## src/rtl/ryu_pkg.sv

```systemverilog
// Shared types and sprite codes for the Ryu action controller.
package ryu_pkg;

  typedef enum logic [1:0] {
    STAND = 2'd0,
    PUNCH = 2'd1,
    JUMP  = 2'd2
  } ryu_state_t;

  localparam logic [2:0] SPR_STAND = 3'd0;
  localparam logic [2:0] SPR_PUNCH = 3'd1;
  localparam logic [2:0] SPR_JUMP  = 3'd2;

  localparam int CNT_W = 8;
  localparam int VY_W  = 8;

  function automatic logic [2:0] sprite_of(input ryu_state_t st);
    case (st)
      STAND:   return SPR_STAND;
      PUNCH:   return SPR_PUNCH;
      JUMP:    return SPR_JUMP;
      default: return SPR_STAND;
    endcase
  endfunction

endpackage

```

## src/rtl/ryu_key_edge.sv

```systemverilog
// Per-frame key history and rising-edge detection for the punch and jump keys.
module ryu_key_edge
  import ryu_pkg::*;
(
  input  logic vga_clk,
  input  logic reset_n,
  input  logic frame_tick,
  input  logic key_punch,
  input  logic key_jump,
  output logic punch_edge,
  output logic jump_edge
);

  logic punch_prev_r;
  logic jump_prev_r;

  // History only advances on ticks, so a key held across frames never re-triggers.
  always_ff @(posedge vga_clk) begin
    if (!reset_n) begin
      punch_prev_r <= 1'b0;
      jump_prev_r  <= 1'b0;
    end else if (frame_tick) begin
      punch_prev_r <= key_punch;
      jump_prev_r  <= key_jump;
    end else begin
      punch_prev_r <= punch_prev_r;
      jump_prev_r  <= jump_prev_r;
    end
  end

  assign punch_edge = key_punch & ~punch_prev_r;
  assign jump_edge  = key_jump & ~jump_prev_r;

endmodule

```

## src/rtl/ryu_action_ctrl.sv

```systemverilog
// Stand/punch/jump controller driving Ryu's sprite code and position once per frame.
// Optional macro RYU_AIR_CONTROL_EN enables left/right steering while airborne.
module ryu_action_ctrl
  import ryu_pkg::*;
#(
  parameter int X_START      = 100,
  parameter int X_MIN        = 0,
  parameter int X_MAX        = 560,
  parameter int GROUND_Y     = 300,
  parameter int WALK_SPEED   = 2,
  parameter int PUNCH_FRAMES = 8,
  parameter int JUMP_V0      = 12,
  parameter int GRAVITY      = 1
) (
  input  logic       vga_clk,
  input  logic       reset_n,
  input  logic       frame_tick,
  input  logic       key_left,
  input  logic       key_right,
  input  logic       key_punch,
  input  logic       key_jump,
  output logic [9:0] RyuX,
  output logic [9:0] RyuY,
  output logic [2:0] sprite,
  output logic       busy
);

  localparam logic signed [10:0] X_MIN_S    = 11'(X_MIN);
  localparam logic signed [10:0] X_MAX_S    = 11'(X_MAX);
  localparam logic signed [10:0] GROUND_Y_S = 11'(GROUND_Y);
  localparam logic signed [10:0] WALK_S     = 11'(WALK_SPEED);
  localparam logic [CNT_W-1:0]   PUNCH_LAST = CNT_W'(PUNCH_FRAMES - 1);
  localparam logic [VY_W-1:0]    VY_INIT    = VY_W'(JUMP_V0);
  localparam logic [VY_W-1:0]    GRAV_V     = VY_W'(GRAVITY);

  ryu_state_t        state_r;
  logic [VY_W-1:0]   vy_r;
  logic [CNT_W-1:0]  cnt_r;
  logic              punch_edge_s;
  logic              jump_edge_s;
  logic signed [10:0] x_step_s;
  logic signed [10:0] x_sum_s;
  logic [9:0]         walk_x_s;
  logic signed [10:0] y_next_s;
  logic               land_s;

  ryu_key_edge u_key_edge (
    .vga_clk    (vga_clk),
    .reset_n    (reset_n),
    .frame_tick (frame_tick),
    .key_punch  (key_punch),
    .key_jump   (key_jump),
    .punch_edge (punch_edge_s),
    .jump_edge  (jump_edge_s)
  );

  // Candidate walking X, computed signed and wide enough that clamping never sees a wrap.
  always_comb begin
    x_step_s = 11'sd0;
    if (key_left ^ key_right) begin
      if (key_right) x_step_s = WALK_S;
      else           x_step_s = -WALK_S;
    end else begin
      x_step_s = 11'sd0;
    end
    x_sum_s = $signed({1'b0, RyuX}) + x_step_s;
    if (x_sum_s < X_MIN_S)      walk_x_s = X_MIN_S[9:0];
    else if (x_sum_s > X_MAX_S) walk_x_s = X_MAX_S[9:0];
    else                        walk_x_s = x_sum_s[9:0];
  end

  // Ballistic step; landing is detected on the step that would reach or pass the ground.
  always_comb begin
    y_next_s = $signed({1'b0, RyuY}) - $signed({{(11-VY_W){vy_r[VY_W-1]}}, vy_r});
    land_s   = (y_next_s >= GROUND_Y_S);
  end

  // Frame-rate FSM with position, velocity and registered sprite/busy outputs.
  always_ff @(posedge vga_clk) begin
    if (!reset_n) begin
      state_r <= STAND;
      RyuX    <= 10'(X_START);
      RyuY    <= 10'(GROUND_Y);
      sprite  <= SPR_STAND;
      busy    <= 1'b0;
      vy_r    <= {VY_W{1'b0}};
      cnt_r   <= {CNT_W{1'b0}};
    end else if (frame_tick) begin
      case (state_r)
        STAND: begin
          if (jump_edge_s) begin
            state_r <= JUMP;
            vy_r    <= VY_INIT;
            sprite  <= sprite_of(JUMP);
            busy    <= 1'b1;
          end else if (punch_edge_s) begin
            state_r <= PUNCH;
            cnt_r   <= PUNCH_LAST;
            sprite  <= sprite_of(PUNCH);
            busy    <= 1'b1;
          end else begin
            RyuX <= walk_x_s;
          end
        end
        PUNCH: begin
          if (cnt_r == {CNT_W{1'b0}}) begin
            state_r <= STAND;
            sprite  <= sprite_of(STAND);
            busy    <= 1'b0;
          end else begin
            cnt_r <= cnt_r - {{(CNT_W-1){1'b0}}, 1'b1};
          end
        end
        JUMP: begin
`ifdef RYU_AIR_CONTROL_EN
          RyuX <= walk_x_s;
`else
          RyuX <= RyuX;
`endif
          if (land_s) begin
            RyuY    <= GROUND_Y_S[9:0];
            state_r <= STAND;
            sprite  <= sprite_of(STAND);
            busy    <= 1'b0;
          end else begin
            RyuY <= y_next_s[9:0];
            vy_r <= vy_r - GRAV_V;
          end
        end
        default: begin
          state_r <= STAND;
          sprite  <= SPR_STAND;
          busy    <= 1'b0;
        end
      endcase
    end else begin
      state_r <= state_r;
    end
  end

endmodule
```

## config.mk

```make
export PLATFORM = sky130hd
export DESIGN_NAME = ryu_action_ctrl
export DESIGN_NICKNAME = d
export VERILOG_FILES = /design/src/rtl/ryu_pkg.sv /design/src/rtl/ryu_key_edge.sv /design/src/rtl/ryu_action_ctrl.sv
export SDC_FILE = /design/constraint.sdc
export NUM_CORES = 1
export LEC_CHECK = 0
export ABC_AREA = 1
export BUFFER_PORTS_ARGS = -buffer_cell sky130_fd_sc_hd__buf_2
export CAP_MARGIN = 20
export CORE_AREA = 5 5 78 80
export DETAILED_ROUTE_END_ITERATION = 12
export DIE_AREA = 0 0 83 85
export HOLD_SLACK_MARGIN = 0.15
export PLACE_DENSITY = 0.88
export RECOVER_POWER = 50
export SYNTH_ARGS = -nofsm -noshare
export SYNTH_HDL_FRONTEND = slang
export SYNTH_SLANG_ARGS = --single-unit
```

## constraint.sdc

```tcl
create_clock -name vga_clk -period 2.7 [get_ports vga_clk]
set_input_delay 0.54 -clock vga_clk [delete_from_list [all_inputs] [get_ports vga_clk]]
set_output_delay 0.54 -clock vga_clk [all_outputs]
set_load 0.1 [all_outputs]
```

==> metrics.csv <==
metric;value;unit
max_slew.worst_pin.slew;1.19;ns
antenna_cells;0;
die_y;85;microns
synth_compound_area_share;13.3;%
synth_mux_area_share;0;%
syn_inst;472;
grt_max_degree;26;
hold_viol;0;
start_util;56.0;%
ys_top_cells_by_area;dfxtp_1 (27%), nand2_1 (16%), inv_1 (8.2%);
grt_pass1_wl;11900;microns
crit_type;register to register;
antenna_found_initial;0;
rsz0062_at_grt;no;
drv_cap;0;
wl_met3;422;microns
swShare;46.3;%
numPortBuffers;28;
setup_viol;0;
vias;3114;
fin_setup_tns;0;ns
min_path_type;primary input to register;
skew;0.00345;ns
grt_pass1_vias;2890;
seqPwrFrac;33.1;%
mostFrequentLayoutCells;nand2_1 (127), inv_1 (67), a21oi_1 (43);
die_x;83;microns
p_clk_share;19.5;%
ys_seq_elements;40;
cp-end-kind;register;
layout_commonest_cell;nand2_1;
ant_nets;0;
synthSimpleGateAreaFrac;38.1;%
clk_pin_slew;0.08;ns
nets;532;
powerDensity;630;mW/mm^2
fillers;510;
internal_power;1.11;mW
cts_made_buffers;5;
async_flop_share;0;%
slew_headroom;21.2;%
path_max_fanout;11;
synth_fa_ha_area_share;8.21;%
synth_edf_count;0;
period_minus_slack;2.54;ns
avgSynthCellArea;6.33;sq um
wl_per_cell;12.4;microns
ys_warn_count;0;
synth_top_family_by_area;simple AND/OR/NAND/NOR gates;
clk_latency;0.30;ns
syn2layout_area_growth;10.1;%
drt-total-wl;7180;microns
vias_per_cell;5.38;
grtUsageTotal;19.9;%
synthXorXnorAreaFrac;2.64;%
cp_data_required_time;2.86;ns
drv_slew;0;
seq_area_frac_synth;26.8;%
rows;27;
synth_top_area_share;26.8;%
p_total;2.07;mW
synth.distinct_cells;37;
hpwl;5410;microns
period_share;94.1;%
syn-cell-area;0.00299;sq mm
finalWeightedCongestion;0.918;
die_area;0.00706;sq mm
ys.flop_type;dfxtp_1;
coreArea;0.00534;sq mm
p_sw;959;uW
pwr-share-comb;47.4;%
reg2reg_slack;0.16;ns
status;finished, final reports clean;
cp.arrival;2.70;ns
drc_errors;0;
ios;31;
fmax;394;MHz
ir_drop;0.544;mV
drive_above_1_share;11.2;%
cts_sinks;40;
drt-met1-wl;3080;microns
clock_path_buffers;2;
cts_tree;yes;
start_kind;register;
first_pass_iters;6;
wl_met2;3490;microns
grt.overflow.total;0;
leakage;1.56;nW
htreeDepth;2;
drt_iter0_markers;180;
highest_layer;met4;
synth_area_leader_cell;dfxtp_1;
cts-root-buf;clkbuf_8;
-- routing by layer --
metal | global-route usage [%] | up-vias
li1 | - | 1593
met1 | 23.0 | 1396
met2 | 35.2 | 109
met3 | 3.88 | 16
met4 | 9.66 | 0
met5 | 0 | -
-- per-stage QoR --
step	setup slack [ns]	std cells	hold WS, ns	instance area [sq um]	util [%]
5_1_grt	0.00189	579	0.470	3290	61.7
2_1_floorplan	0.0468	473	0.428	2990	-
3_5_place_dp	0.115	567	0.455	3190	59.8
4_1_cts	0.0990	575	0.452	3280	61.4
6_report	0.160	579	0.455	3290	61.7
3_3_place_gp	0.168	567	0.445	3190	59.8
-- final timing paths --
| path | startpoint | end | cells past startpoint |
|---|---|---|---|
| worst max-delay path | RyuY[0] | RyuY[0] | 17 |
| worst min-delay path | frame_tick | u_key_edge.punch_prev_r | 2 |
| worst max register to register | RyuY[0] | RyuY[0] | 17 |
| worst min register to register | cnt_r[7] | cnt_r[7] | 1 |
-- synth_stat cells, types with 3 or more instances --
cell        n
a21oi_1    43
clkbuf_1    4
dfxtp_1    40
ha_1       18
inv_1      65
inv_2       6
nand2_1   128
nand2_2    12
nand2_4     3
nand3_1    34
nand3b_1    7
nand4_1     8
nor2_1     39
nor2_2      6
nor3_1      3
o21ai_0    21
xnor2_1     3
xor2_1      6
-- critical path, cell delays in order (launching register included) --
cell and delay [ns]:
dfxtp_2 0.35, inv_1 0.05, ha_1 0.22, fa_2 0.36, nand3b_1 0.19, nand2_1 0.11, nand2_1 0.07, nand2_1 0.09
nand2_1 0.10, nand2_1 0.07, nand2_1 0.06, nand2_1 0.08, nand2_1 0.08, nand2_2 0.10, nand2_4 0.12, buf_4 0.16
a22oi_1 0.14, nor2_1 0.05
-- what timing repair did --
action | 4_1_cts | 5_1_grt
endpoints found under the setup margin | 0 | 14
buffers inserted | 0 | 3
hold buffers | 0 | 0
resized for setup | 0 | 5
-- power by group through the flow --
| stage | clock, mW | combinational [mW] | sequential [mW] |
|---|---|---|---|
| 5_1_grt | 0.429 | 1.08 | 0.692 |
| 2_1_floorplan | 0 | 0.611 | 0.841 |
| 4_1_cts | 0.404 | 0.898 | 0.684 |
| 3_5_place_dp | 0 | 0.888 | 0.698 |
| 3_3_place_gp | 0 | 0.863 | 0.696 |
| 6_report | 0.405 | 0.981 | 0.686 |
-- registers in the layout, summed over array words and instances (netlist names) --
register                 count
busy                         1
u_key_edge.jump_prev_r       1
RyuY                        10
cnt_r                        8
vy_r                         8
RyuX                         9
u_key_edge.punch_prev_r      1
sprite                       2
-- kinds of logic (layout without fill, tap and decap cells) --
kind of cell	after synthesis	count (layout)
simple gates	248	249
buf+inv	80	113
compound gates	75	75
flops	40	40
fa+ha+maj	19	19
xor+xnor	9	9
other cells	1	2
-- layout make-up --
class                           count  area, sq um  share of cell area [%]
Tap cell                           72         90.1                    2.74
Clock buffer                        5         68.8                    2.09
Inverter                           71          267                    8.10
Sequential cell                    40          803                    24.4
Clock inverter                      3         18.8                   0.570
Timing Repair Buffer               34          156                    4.75
Multi-Input combinational cell    354         1890                    57.3
Note: power is estimated with default switching activity, not from simulation.
